## config.mk

```make
export PLATFORM = sky130hd
export DESIGN_NAME = dot8_pe_sequencer_flat
export DESIGN_NICKNAME = d
export VERILOG_FILES = /design/src/rtl/dot8_pe_sequencer_if.sv /design/src/rtl/dot8_pe_sequencer.sv /design/src/flat_wrapper.sv
export SDC_FILE = /design/constraint.sdc
export NUM_CORES = 1
export LEC_CHECK = 0
export ABC_CLOCK_PERIOD_IN_PS = 28200
export CAP_MARGIN = 40
export CORE_AREA = 2 2 232 234
export CTS_CLUSTER_SIZE = 10
export DETAILED_ROUTE_END_ITERATION = 8
export DIE_AREA = 0 0 234 236
export HOLD_SLACK_MARGIN = 0.02
export SLEW_MARGIN = 10
export SYNTH_ARGS = -nofsm -noshare
export SYNTH_HDL_FRONTEND = slang
export SYNTH_SLANG_ARGS = --single-unit
```

## constraint.sdc

```tcl
create_clock -name clk -period 28.2 [get_ports clk]
set_clock_uncertainty 0.15 [all_clocks]
set_input_delay 8.46 -clock clk [delete_from_list [all_inputs] [get_ports clk]]
set_output_delay 8.46 -clock clk [all_outputs]
set_load 0.03 [all_outputs]
```

## src/rtl/dot8_pe_sequencer_if.sv

```systemverilog
// Purpose : handshake/bus bundle between dot8_pe_sequencer, its producer,
//           its consumer and the external PE array.
// Ports   : upstream valid_in/ready_in/data_in/tag_in, PE-side pe_enable/
//           pe_data_in/pe_data_out, downstream valid_out/ready_out/data_out/tag_out.
//           Modport slave is the sequencer's view; master is the environment's.
interface dot8_pe_sequencer_if #(
    parameter int NUM_LANES      = 4,
    parameter int NUM_PES        = 2,
    parameter int DATA_IN_WIDTH  = 64,
    parameter int DATA_OUT_WIDTH = 32,
    parameter int TAG_WIDTH      = 8
);
    // Upstream packet
    logic                                valid_in;
    logic [NUM_LANES*DATA_IN_WIDTH-1:0]  data_in;
    logic [TAG_WIDTH-1:0]                tag_in;
    logic                                ready_in;

    // External PE array
    logic                                pe_enable;
    logic [NUM_PES*DATA_IN_WIDTH-1:0]    pe_data_in;
    logic [NUM_PES*DATA_OUT_WIDTH-1:0]   pe_data_out;

    // Downstream result
    logic                                valid_out;
    logic [NUM_LANES*DATA_OUT_WIDTH-1:0] data_out;
    logic [TAG_WIDTH-1:0]                tag_out;
    logic                                ready_out;

    modport slave (
        input  valid_in,
        input  data_in,
        input  tag_in,
        output ready_in,
        output pe_enable,
        output pe_data_in,
        input  pe_data_out,
        output valid_out,
        output data_out,
        output tag_out,
        input  ready_out
    );

    modport master (
        output valid_in,
        output data_in,
        output tag_in,
        input  ready_in,
        input  pe_enable,
        input  pe_data_in,
        output pe_data_out,
        input  valid_out,
        input  data_out,
        input  tag_out,
        output ready_out
    );
endinterface

```

## src/rtl/dot8_pe_sequencer.sv

```systemverilog
// Purpose : time-multiplexes one NUM_LANES operand packet onto NUM_PES external
//           PEs in B = NUM_LANES/NUM_PES batches and reassembles lane-ordered results.
// Latency : valid_out rises B+LATENCY+1 cycles after the accept edge (5 by default).
// Backpr. : one packet in flight; ready_in low while busy, result held until
//           ready_out, and a waiting packet is accepted on the retire edge (no bubble).
// Ports   : clk, reset (async, active-high), bus (dot8_pe_sequencer_if.slave).
module dot8_pe_sequencer #(
    parameter int NUM_LANES      = 4,
    parameter int NUM_PES        = 2,
    parameter int LATENCY        = 2,
    parameter int DATA_IN_WIDTH  = 64,
    parameter int DATA_OUT_WIDTH = 32,
    parameter int TAG_WIDTH      = 8
) (
    input  logic                    clk,
    input  logic                    reset,
    dot8_pe_sequencer_if.slave      bus
);

    localparam int B  = NUM_LANES / NUM_PES;
    localparam int BW = (B > 1) ? $clog2(B) : 1;
    // Buffers are sized to the full index range so the batch index never
    // needs narrowing, even when B == 1 or B is not a power of two.
    localparam int BD = 1 << BW;
    localparam int LW = (LATENCY > 1) ? $clog2(LATENCY) : 1;
    localparam int DI = DATA_IN_WIDTH;
    localparam int DO = DATA_OUT_WIDTH;

    typedef enum logic [1:0] {
        S_IDLE   = 2'd0,
        S_ISSUE  = 2'd1,
        S_DRAIN  = 2'd2,
        S_OUTPUT = 2'd3
    } state_t;

    state_t                 state_q, state_d;
    logic [BW-1:0]          batch_q, batch_d;
    logic [LW-1:0]          drain_q, drain_d;

    logic [TAG_WIDTH-1:0]   tag_q;
    logic [DI-1:0]          op_q  [BD][NUM_PES];
    logic [DO-1:0]          res_q [BD][NUM_PES];

    // Issue-tracking delay line: mirrors the PE pipeline so each returning
    // result knows which batch (and therefore which lanes) it belongs to.
    logic                   dl_vld_q [LATENCY];
    logic [BW-1:0]          dl_idx_q [LATENCY];

    logic                   accept;
    logic                   issue;
    logic                   ready_in;
    logic                   pe_enable;
    logic                   valid_out;
    logic                   tap_vld;
    logic [BW-1:0]          tap_idx;
    logic [NUM_PES*DI-1:0]  pe_data_in;
    logic [NUM_LANES*DO-1:0] data_out;

    // ------------------------------------------------------------------
    // Control FSM: next state and handshake outputs
    // ------------------------------------------------------------------
    always_comb begin
        state_d   = state_q;
        batch_d   = batch_q;
        drain_d   = drain_q;
        accept    = 1'b0;
        issue     = 1'b0;
        ready_in  = 1'b0;
        pe_enable = 1'b0;
        valid_out = 1'b0;

        case (state_q)
            S_IDLE: begin
                ready_in = 1'b1;
                if (bus.valid_in) begin
                    accept  = 1'b1;
                    batch_d = '0;
                    state_d = S_ISSUE;
                end
            end

            S_ISSUE: begin
                pe_enable = 1'b1;
                issue     = 1'b1;
                if (batch_q == BW'(B - 1)) begin
                    // Drain counter counts down LATENCY-1..0, i.e. LATENCY cycles.
                    drain_d = LW'(LATENCY - 1);
                    state_d = S_DRAIN;
                end else begin
                    batch_d = batch_q + BW'(1);
                end
            end

            S_DRAIN: begin
                // Keep the PEs advancing with zero operands so the last batch
                // reaches the output taps.
                pe_enable = 1'b1;
                if (drain_q == '0) begin
                    state_d = S_OUTPUT;
                end else begin
                    drain_d = drain_q - LW'(1);
                end
            end

            S_OUTPUT: begin
                valid_out = 1'b1;
                if (bus.ready_out) begin
                    // Retiring frees the operand/result buffers this edge, so a
                    // waiting packet can be taken without an idle cycle.
                    ready_in = 1'b1;
                    if (bus.valid_in) begin
                        accept  = 1'b1;
                        batch_d = '0;
                        state_d = S_ISSUE;
                    end else begin
                        state_d = S_IDLE;
                    end
                end
            end

            default: begin
                state_d = S_IDLE;
            end
        endcase
    end

    always_ff @(posedge clk or posedge reset) begin
        if (reset) begin
            state_q <= S_IDLE;
            batch_q <= '0;
            drain_q <= '0;
        end else begin
            state_q <= state_d;
            batch_q <= batch_d;
            drain_q <= drain_d;
        end
    end

    // ------------------------------------------------------------------
    // Operand and tag capture on accept
    // ------------------------------------------------------------------
    always_ff @(posedge clk or posedge reset) begin
        if (reset) begin
            tag_q <= '0;
            for (int b = 0; b < BD; b++) begin
                for (int j = 0; j < NUM_PES; j++) begin
                    op_q[b][j] <= '0;
                end
            end
        end else if (accept) begin
            tag_q <= bus.tag_in;
            for (int b = 0; b < B; b++) begin
                for (int j = 0; j < NUM_PES; j++) begin
                    op_q[b][j] <= bus.data_in[(b*NUM_PES+j)*DI +: DI];
                end
            end
        end
    end

    // PE operands: batch[batch_q] while issuing, zeros otherwise.
    always_comb begin
        pe_data_in = '0;
        if (issue) begin
            for (int j = 0; j < NUM_PES; j++) begin
                pe_data_in[j*DI +: DI] = op_q[batch_q][j];
            end
        end
    end

    // ------------------------------------------------------------------
    // Issue delay line; advances in lock-step with the PE pipelines
    // ------------------------------------------------------------------
    always_ff @(posedge clk or posedge reset) begin
        if (reset) begin
            for (int i = 0; i < LATENCY; i++) begin
                dl_vld_q[i] <= 1'b0;
                dl_idx_q[i] <= '0;
            end
        end else if (pe_enable) begin
            dl_vld_q[0] <= issue;
            dl_idx_q[0] <= batch_q;
            for (int i = 1; i < LATENCY; i++) begin
                dl_vld_q[i] <= dl_vld_q[i-1];
                dl_idx_q[i] <= dl_idx_q[i-1];
            end
        end
    end

    // The tap only lines up with pe_data_out while the PEs are advancing.
    assign tap_vld = dl_vld_q[LATENCY-1] & pe_enable;
    assign tap_idx = dl_idx_q[LATENCY-1];

    // ------------------------------------------------------------------
    // Result buffer: written only by returning PE results
    // ------------------------------------------------------------------
    always_ff @(posedge clk or posedge reset) begin
        if (reset) begin
            for (int b = 0; b < BD; b++) begin
                for (int j = 0; j < NUM_PES; j++) begin
                    res_q[b][j] <= '0;
                end
            end
        end else if (tap_vld) begin
            for (int j = 0; j < NUM_PES; j++) begin
                res_q[tap_idx][j] <= bus.pe_data_out[j*DO +: DO];
            end
        end
    end

    always_comb begin
        data_out = '0;
        for (int b = 0; b < B; b++) begin
            for (int j = 0; j < NUM_PES; j++) begin
                data_out[(b*NUM_PES+j)*DO +: DO] = res_q[b][j];
            end
        end
    end

    // ------------------------------------------------------------------
    // Interface outputs
    // ------------------------------------------------------------------
    assign bus.ready_in   = ready_in;
    assign bus.pe_enable  = pe_enable;
    assign bus.pe_data_in = pe_data_in;
    assign bus.valid_out  = valid_out;
    assign bus.data_out   = data_out;
    assign bus.tag_out    = tag_q;

endmodule

```

## src/flat_wrapper.sv

```systemverilog
// flat-port wrapper written by rule: the top's interface ports become plain ports
module dot8_pe_sequencer_flat 
#(
    parameter int NUM_LANES      = 4,
    parameter int NUM_PES        = 2,
    parameter int LATENCY        = 2,
    parameter int DATA_IN_WIDTH  = 64,
    parameter int DATA_OUT_WIDTH = 32,
    parameter int TAG_WIDTH      = 8
)
  (clk, reset, bus_valid_in, bus_data_in, bus_tag_in, bus_ready_in, bus_pe_enable, bus_pe_data_in, bus_pe_data_out, bus_valid_out, bus_data_out, bus_tag_out, bus_ready_out);
  dot8_pe_sequencer_if #(.NUM_LANES(NUM_LANES), .NUM_PES(NUM_PES), .DATA_IN_WIDTH(DATA_IN_WIDTH), .DATA_OUT_WIDTH(DATA_OUT_WIDTH), .TAG_WIDTH(TAG_WIDTH)) bus_i ();
  input  logic clk;
  input  logic reset;
  input wire logic [$bits(bus_i.valid_in)-1:0] bus_valid_in;
  input wire logic [$bits(bus_i.data_in)-1:0] bus_data_in;
  input wire logic [$bits(bus_i.tag_in)-1:0] bus_tag_in;
  output wire logic [$bits(bus_i.ready_in)-1:0] bus_ready_in;
  output wire logic [$bits(bus_i.pe_enable)-1:0] bus_pe_enable;
  output wire logic [$bits(bus_i.pe_data_in)-1:0] bus_pe_data_in;
  input wire logic [$bits(bus_i.pe_data_out)-1:0] bus_pe_data_out;
  output wire logic [$bits(bus_i.valid_out)-1:0] bus_valid_out;
  output wire logic [$bits(bus_i.data_out)-1:0] bus_data_out;
  output wire logic [$bits(bus_i.tag_out)-1:0] bus_tag_out;
  input wire logic [$bits(bus_i.ready_out)-1:0] bus_ready_out;
  assign bus_i.valid_in = bus_valid_in;
  assign bus_i.data_in = bus_data_in;
  assign bus_i.tag_in = bus_tag_in;
  assign bus_ready_in = bus_i.ready_in;
  assign bus_pe_enable = bus_i.pe_enable;
  assign bus_pe_data_in = bus_i.pe_data_in;
  assign bus_i.pe_data_out = bus_pe_data_out;
  assign bus_valid_out = bus_i.valid_out;
  assign bus_data_out = bus_i.data_out;
  assign bus_tag_out = bus_i.tag_out;
  assign bus_i.ready_out = bus_ready_out;
  dot8_pe_sequencer #(.NUM_LANES(NUM_LANES), .NUM_PES(NUM_PES), .LATENCY(LATENCY), .DATA_IN_WIDTH(DATA_IN_WIDTH), .DATA_OUT_WIDTH(DATA_OUT_WIDTH), .TAG_WIDTH(TAG_WIDTH)) u_core (.clk(clk), .reset(reset), .bus(bus_i));
endmodule
```

# Word level (Yosys, flattened, before mapping)
# Index checks and enable logic that the tools add are counted.
[totals]
reg_bits = 400
input_bits = 332
out_inout_bits = 267
[classes]
n_addsub = 2
n_lt_le_gt_ge = 3
n_eq_ne = 7
mux = 31
bitwise = 3
reduce_logical = 8
[ops]
columns = ["op", "count"]
rows = [
  ["two-way mux 128 bit", 4],
  ["bitwise mux 128 bit", 2],
  ["demux 64 bit (select 1 bit)", 2],
  ["two-way mux 64 bit", 1],
  ["two-way mux 32 bit", 1],
  ["two-way mux 1 bit", 12],
  ["two-way mux 2 bit", 4],
  ["case mux 2 bit (4 select lines)", 1],
  ["inequality test 2 bit, second input constant", 3],
  ["case mux 1 bit (2 select lines)", 3],
  ["equality test 2 bit, second input constant", 2],
  ["greater-or-equal comparator 2 bit, second input constant", 2],
  ["NOT 1 -> 2 bit", 2],
  ["AND reduction 2 bit", 2],
  ["AND reduction 4 bit", 1],
  ["case mux 1 bit (3 select lines)", 1],
  ["nonzero test 3 bit", 1],
  ["equality test 2 x 1 -> 1 bit, second input constant", 1],
  ["logical NOT 2 bit", 1],
  ["< comparator 2 x 1 -> 1 bit, second input constant", 1],
  ["inequality test 2 x 1 -> 1 bit, second input constant", 1],
  ["nonzero test 2 bit", 1],
  ["OR reduction 2 bit", 1],
  ["adder 1 bit, second input constant", 1],
  ["3 further kinds", 3],
]

# Logic depth before layout (Yosys ltp)
# Gate-level depths: netlist of run 1.
[depth]
word_depth = 7
ltp_mapped = 8
ltp_nobuf = 6

# Worst setup path before layout of run 1
# Ideal clock, no wire load.
[synth_path]
path_type = "input-to-output"
from = "in bus_ready_out"
to = "out bus_ready_in"
t_arrival_ps = 8803
t_required_ps = 19590
setup_slack_ps = 10787
path_stages = 2
path_buffers = 0
cell_sequence = "a21oi_2 > nor2_2"
[synth_between]
elab_chain_len = 2
[synth_lines]
columns = ["element", "line_no", "source"]
rows = [
  ["from (decl)", "flat_wrapper.sv:25", "input wire logic [$bits(bus_i.ready_out)-1:0] bus_ready_out;"],
  ["two-way mux 1 bit", "dot8_pe_sequencer.sv:107", "if (bus.ready_out) begin"],
  ["case mux 1 bit (2 select lines)", "dot8_pe_sequencer.sv:72", "case (state_q)"],
  ["to (decl)", "flat_wrapper.sv:18", "output wire logic [$bits(bus_i.ready_in)-1:0] bus_ready_in;"],
]
# Every way passes these cells.

# Worst setup path in the final report of run 1
# Same ends and word-level chain as after synthesis.

==> results.sh, run 1 <==
export IMPL_status="complete, no violations"
export IMPL_port_buffers=598
export IMPL_dieArea_sq_um=55200
export IMPL_antenna_found_initial=12
export IMPL_comb_power_share_pct=52.9
export IMPL_cts_sinks=400
export IMPL_cpMostUsedCell="clkdlybuf4s50_1"
export IMPL_clk_path_buf_depth=3
export IMPL_cts_hold_buf=0
export IMPL_maxCapViolations=0
export IMPL_critPathBufInv=2
export IMPL_path_class="input pin to primary output"
export IMPL_route_vias_total=11300
export IMPL_slew_violations=0
export IMPL_power_switching_w=0.00127
export IMPL_tns_ns=0
export IMPL_synthTopCellsByArea="dfrtp_1 (54%), mux2_4 (21%), mux2_2 (8.3%), mux2i_1 (6.9%), nor2b_1 (4.4%)"
export IMPL_worstSetupStartpointType="input pin"
export IMPL_synth_seq_area_share_pct=54.0
export IMPL_crit_path_end_kind="primary output"
export IMPL_crit_required_ns=19.59
export IMPL_synth_flop_cell="dfrtp_1"
export IMPL_critPathMaxStageDelay_ns=0.68
export IMPL_die_height_um=236
export IMPL_synth_distinct_cells=24
export IMPL_vias_per_cell=4.58
export IMPL_drt_total_wl_um=53500
export IMPL_cp_data_arrival_time_ns=9.82
export IMPL_fmax_mhz=54.3
export IMPL_ios=599
export IMPL_instances_no_fill=2478
export IMPL_powerDensity_nw_per_um2=130
export IMPL_syn_inst=1153
export IMPL_worst_pin_slew_ns=0.866
export IMPL_core_sq_um=53100
export IMPL_cts_tree="done"
export IMPL_rsz0062_at_grt="false"
export IMPL_synth_compound_area_share_pct=0.270
export IMPL_overflow=0
export IMPL_synth_fp_nets=1491
export IMPL_gp_congestion=0.829
export IMPL_clk_pin_slew_ns=0.05
export IMPL_hold_violations=0
export IMPL_start_util_pct=34.9
export IMPL_period_minus_slack_ns=18.43
export IMPL_relSlewSlack_pct=42.3
export IMPL_syn_area_per_cell_sq_um=16.1
export IMPL_clkPwrFrac_pct=16.5
export IMPL_hold_path_class="flip-flop to flip-flop"
export IMPL_insertion_delay_ns=0.56
export IMPL_cts_htree_levels=2
export IMPL_final_common_cell="clkdlybuf4s50_1"
export IMPL_n_fill_cell=4592
export IMPL_synth_xor_area_share_pct=0
export IMPL_switching_share_pct=36.9
export IMPL_synth_area_leader_cell="dfrtp_1"
export IMPL_drt_iter0_drc=426
export IMPL_wl_per_cell_um=21.6
export IMPL_place_inst=2400
export IMPL_multiInputGateArea_sq_um=7740
export IMPL_drt_pre_antenna_iters=6
export IMPL_synthAdderAreaFrac_pct=0.405
export IMPL_cts_setup_buffers=0
export IMPL_cts_buffers=48
export IMPL_crit_slowest_cell="clkdlybuf4s50_1"
export IMPL_area_growth_pct=42.8
export IMPL_synth_top_family_by_area="multiplexers"
export IMPL_grt_max_degree=101
export IMPL_pwr_share_seq_pct=30.5
export IMPL_synth_top_area_share_pct=54.0
export IMPL_dieWidth_um=234
export IMPL_grt_pass1_vias=12400
export IMPL_grt_use_total_pct=19.1
export IMPL_post_cts_resized=0
export IMPL_path_cells="clkdlybuf4s50_1 > a21oi_2 > nor2_2 > clkdlybuf4s50_1"
export IMPL_drcViolationCount=0
export IMPL_rows=85
export IMPL_register_area_sq_um=10000
export IMPL_leakagePower_nw=11.3
export IMPL_ant_nets=0
export IMPL_fin_crit_sh_pct=65.3
export IMPL_syn_area_sq_um=18500
export IMPL_power_internal_w=0.00217
export IMPL_cp_max_fo=2
export IMPL_yosys_warnings=0
export IMPL_synth_simple_area_share_pct=4.73
export IMPL_crit_family="buffers and inverters"
export IMPL_synth_edf_count=0
export IMPL_layout_common_cells="clkdlybuf4s50_1 (598), dfrtp_1 (399), mux2_4 (260)"
export IMPL_setup_viol=0
export IMPL_drive_gt1_share_pct=27.7
export IMPL_synth_mux_area_share_pct=36.3
export IMPL_async_flop_share_pct=100
export IMPL_grt_pass1_wl_um=79600
export IMPL_dp_hpwl_um=38700
export IMPL_fin_nets=2093
export IMPL_ys_ff_latch=400
export IMPL_vdd_ir_drop_worst_uv=60.9
export IMPL_cts_root_buf="clkbuf_16"
cell usage after synthesis (2+ instances only):
cell type,number
clkbuf_1,14
mux2_4,260
nor2b_1,129
inv_1,3
nand2_1,3
mux2i_1,128
mux2_2,137
buf_2,28
ha_1,6
dfrtp_1,400
nand2b_1,3
buf_12,29
a21oi_1,2
per-stage QoR:
step                area (sq um)  util, %  setup WS, ns  total power, W  hold slack (ns)
finish                     26500     49.9          9.77         0.00344            0.352
floorplan                  18500        -          8.47         0.00228            0.325
global route               26500     49.9          9.72         0.00361            0.359
CTS                        26400     49.8          9.76         0.00348            0.353
global placement           24700     46.6          9.75         0.00284            0.334
detailed placement         25000     47.1          9.77         0.00289            0.341
routing by layer:
metal	wire (um)	share of wire [%]	track usage, %	up-vias
li1	-	-	-	5207
met1	22000	41	23.5	5708
met2	26600	50	31.7	333
met3	3230	6.0	4.94	90
met4	1750	3.3	7.61	2
met5	10	0.019	0	-
cells by family after synthesis:
kind of cell,Yosys count
fa+ha+maj,6
mux,525
compound gates,7
buf+inv,75
flops,400
simple gates,140
cell type report:
cell class              count  area share (%)
repair buffers            624            24.2
clock inverters             1          0.0189
inverters                   3          0.0709
multi-input cells         678            29.3
well taps                 696            3.29
clock buffers              66            5.25
flip-flops and latches    400            37.8
diodes                     10          0.0946
power by group through the flow:
stage | registers, W | clock network, W | logic, W
CTS | 0.00105 | 0.000588 | 0.00184
finish | 0.00105 | 0.000568 | 0.00182
global route | 0.00109 | 0.000609 | 0.00192
floorplan | 0.00121 | 0 | 0.00108
detailed placement | 0.00105 | 0 | 0.00183
global placement | 0.00105 | 0 | 0.00179
final timing paths:
check / startpoint / endpoint / slack, ns / depth (start not counted)
min reg2reg: u_core.bus.data_out[108]$_DFFE_PP0P_ / u_core.bus.data_out[108]$_DFFE_PP0P_ / 0.35 / 1
max reg2reg: u_core.state_q[0]$_DFFE_PP0P_ / u_core.op_q[251]$_DFFE_PP0P_ / 23.28 / 9
min in group asynchronous: reset / u_core.bus.data_out[109]$_DFFE_PP0P_ / 8.14 / 2
max in group asynchronous: reset / u_core.op_q[253]$_DFFE_PP0P_ / 17.49 / 7
max: bus_ready_out / bus_ready_in / 9.77 / 4
min: u_core.bus.data_out[108]$_DFFE_PP0P_ / u_core.bus.data_out[108]$_DFFE_PP0P_ / 0.35 / 1
sequential cells by signal (all words and copies together), names as in the netlist, 2 cells and up:
register             cells
u_core.dl_vld_q          2
u_core.bus.tag_out       8
u_core.state_q           2
u_core.op_q            256
u_core.bus.data_out    128
worst reg2reg max path: stages, from the launching register on:
cell and delay, ns:
dfrtp_1 0.44, inv_1 0.14, ha_1 0.49, nor2_2 0.19
and2_4 0.51, buf_4 0.80, buf_4 0.82, buf_4 0.58
buf_12 0.31, mux2_2 0.38
Note: power is estimated with default switching activity, not from simulation.
==> inputs of run 2 (changes only) <==
--- a/config.mk
+++ b/config.mk
@@ -5,13 +5,14 @@
 export SDC_FILE = /design/constraint.sdc
 export NUM_CORES = 1
 export LEC_CHECK = 0
-export ABC_CLOCK_PERIOD_IN_PS = 28200
+export ABC_CLOCK_PERIOD_IN_PS = 15400
 export CAP_MARGIN = 40
-export CORE_AREA = 2 2 232 234
+export CORE_AREA = 2 2 233 235
 export CTS_CLUSTER_SIZE = 10
 export DETAILED_ROUTE_END_ITERATION = 8
-export DIE_AREA = 0 0 234 236
+export DIE_AREA = 0 0 235 237
 export HOLD_SLACK_MARGIN = 0.02
+export PLACE_DENSITY = 0.66
 export SLEW_MARGIN = 10
 export SYNTH_ARGS = -nofsm -noshare
 export SYNTH_HDL_FRONTEND = slang
==> constraint.sdc (replaced) <==
create_clock -name clk -period 15.4 [get_ports clk]
set_clock_uncertainty 0.15 [all_clocks]
set_input_delay 4.62 -clock clk [delete_from_list [all_inputs] [get_ports clk]]
set_output_delay 4.62 -clock clk [all_outputs]
set_load 0.03 [all_outputs]
==> results.sh, run 2 (synthesis results as in run 1) <==
export IMPL_clk_path_buf_depth=3
export IMPL_cts_htree_levels=2
export IMPL_crit_slowest_cell="clkdlybuf4s50_1"
export IMPL_critPathMaxStageDelay_ns=0.75
export IMPL_setup_viol=0
export IMPL_place_inst=2392
export IMPL_regMostFlops="u_core.op_q"
export IMPL_gp_congestion=0.792
export IMPL_cpMostUsedCell="clkdlybuf4s50_1"
export IMPL_cp_data_arrival_time_ns=6.17
export IMPL_pwr_share_seq_pct=30.9
export IMPL_port_buffers=598
export IMPL_cts_buffers=48
export IMPL_cp_max_fo=2
export IMPL_worstSetupEndpoint="bus_ready_in"
export IMPL_worst_pin_slew_ns=1.07
export IMPL_route_vias_total=11300
export IMPL_clkPwrFrac_pct=16.6
export IMPL_cp_startpoint="bus_ready_out"
export IMPL_rr_startpoint="u_core.state_q[0]$_DFFE_PP0P_"
export IMPL_grt_pass1_vias=12400
export IMPL_powerDensity_nw_per_um2=239
export IMPL_reg2reg_to="u_core.op_q[253]$_DFFE_PP0P_"
export IMPL_fin_crit_sh_pct=71.0
export IMPL_worst_r2r_setup_slack_ns=11.27
export IMPL_antenna_found_initial=8
export IMPL_maxCapViolations=0
export IMPL_rr_worst_depth=7
export IMPL_drt_pre_antenna_iters=4
export IMPL_wl_per_cell_um=20.9
export IMPL_ios=599
export IMPL_cts_setup_buffers=0
export IMPL_grt_use_total_pct=17.9
export IMPL_post_cts_resized=0
export IMPL_overflow=0
export IMPL_status="complete, no violations"
export IMPL_rows=85
export IMPL_worstSetupStartpointType="input pin"
export IMPL_die_height_um=237
export IMPL_cts_hold_buf=0
export IMPL_switching_share_pct=37.0
export IMPL_fin_nets=2085
export IMPL_cts_tree="done"
export IMPL_design_area_sq_um=26300
export IMPL_grt_max_degree=171
export IMPL_layout_common_cells="clkdlybuf4s50_1 (598), dfrtp_1 (399), mux2_4 (260)"
export IMPL_power_internal_w=0.00396
export IMPL_vdd_ir_drop_worst_uv=99.2
export IMPL_dp_hpwl_um=36200
export IMPL_vias_per_cell=4.58
export IMPL_cts_sinks=400
export IMPL_cts_root_buf="clkbuf_16"
export IMPL_insertion_delay_ns=0.57
export IMPL_drcViolationCount=0
export IMPL_path_class="input pin to primary output"
export IMPL_instances_no_fill=2468
export IMPL_dp_slack_ns=4.45
export IMPL_dieArea_sq_um=55700
export IMPL_dieWidth_um=235
export IMPL_area_growth_pct=42.1
export IMPL_start_util_pct=34.8
export IMPL_clk_pin_slew_ns=0.05
export IMPL_hold_path_class="flip-flop to flip-flop"
export IMPL_placed_cell_area_sq_um=24900
export IMPL_setup_ws_ns=4.46
export IMPL_crit_required_ns=10.63
export IMPL_ant_nets=0
export IMPL_tns_ns=0
export IMPL_grt_pass1_wl_um=77600
export IMPL_period_minus_slack_ns=10.94
export IMPL_comb_power_share_pct=52.6
export IMPL_drt_iter0_drc=465
export IMPL_path_cells="clkdlybuf4s50_1 > a21oi_2 > nor2_2 > clkdlybuf4s50_1"
export IMPL_slew_violations=0
export IMPL_rsz0062_at_grt="false"
export IMPL_final_core_util_pct=49.4
export IMPL_hold_violations=0
export IMPL_largest_reg_flops=256
export IMPL_power_switching_w=0.00232
export IMPL_crit_path_end_kind="primary output"
export IMPL_core_sq_um=53300
export IMPL_leakagePower_nw=11.3
export IMPL_drt_total_wl_um=51500
export IMPL_final_common_cell="clkdlybuf4s50_1"
export IMPL_fmax_mhz=91.4
export IMPL_relSlewSlack_pct=28.6
export IMPL_drive_gt1_share_pct=27.3
[run 2: area by class of cell]
class                   instances  area [sq um]
clock buffers                  65          1370
inverters                       3          15.0
multi-input cells             678          7740
fillers                      4584         26900
diodes                          6          15.0
repair buffers                616          6280
flip-flops and latches        400         10000
clock inverters                 4          27.5
well taps                     696           871
[run 2: worst max-delay path: cells and delay by family]
family          cells  cell delay (ns)
buf+inv             2             1.26
compound gates      1             0.08
simple gates        1             0.21
[run 2: layer usage]
layer	vias to the layer above	global-route usage [%]	part of all wire (%)
met5	-	0	0.014
met4	2	5.81	2.5
met3	75	5.00	6.6
met2	342	30.5	50
met1	5699	21.9	41
li1	5194	-	-
[run 2: metrics by stage]
stage,power [W],hold WS (ns)
final,0.00628,0.351
after global routing,0.00659,0.361
after CTS,0.00636,0.353
after detailed placement,0.00527,0.341
after global placement,0.00518,0.335
after floorplan,0.00418,0.325
[run 2: worst min path at each step]
| stage | startpoint | endpoint | slack [ns] | cells past startpoint |
|---|---|---|---|---|
| finish | u_core.bus.data_out[17]$_DFFE_PP0P_ | u_core.bus.data_out[17]$_DFFE_PP0P_ | 0.35 | 1 |
| global route | u_core.bus.data_out[110]$_DFFE_PP0P_ | u_core.bus.data_out[110]$_DFFE_PP0P_ | 0.36 | 1 |
| CTS | u_core.bus.data_out[6]$_DFFE_PP0P_ | u_core.bus.data_out[6]$_DFFE_PP0P_ | 0.35 | 1 |
| detailed placement | u_core.bus.data_out[6]$_DFFE_PP0P_ | u_core.bus.data_out[6]$_DFFE_PP0P_ | 0.34 | 1 |
| global placement | u_core.dl_idx_q[1]$_DFFE_PP0P_ | u_core.dl_idx_q[1]$_DFFE_PP0P_ | 0.34 | 1 |
| floorplan | u_core.dl_idx_q[1]$_DFFE_PP0P_ | u_core.dl_idx_q[1]$_DFFE_PP0P_ | 0.32 | 1 |
[run 2: power by group through the flow]
stage	sequential, W	combinational [W]	clock, W
after CTS	0.00194	0.00334	0.00107
after detailed placement	0.00195	0.00333	0
after global placement	0.00192	0.00326	0
after floorplan	0.00221	0.00198	0
final	0.00194	0.00330	0.00104
after global routing	0.00201	0.00347	0.00112
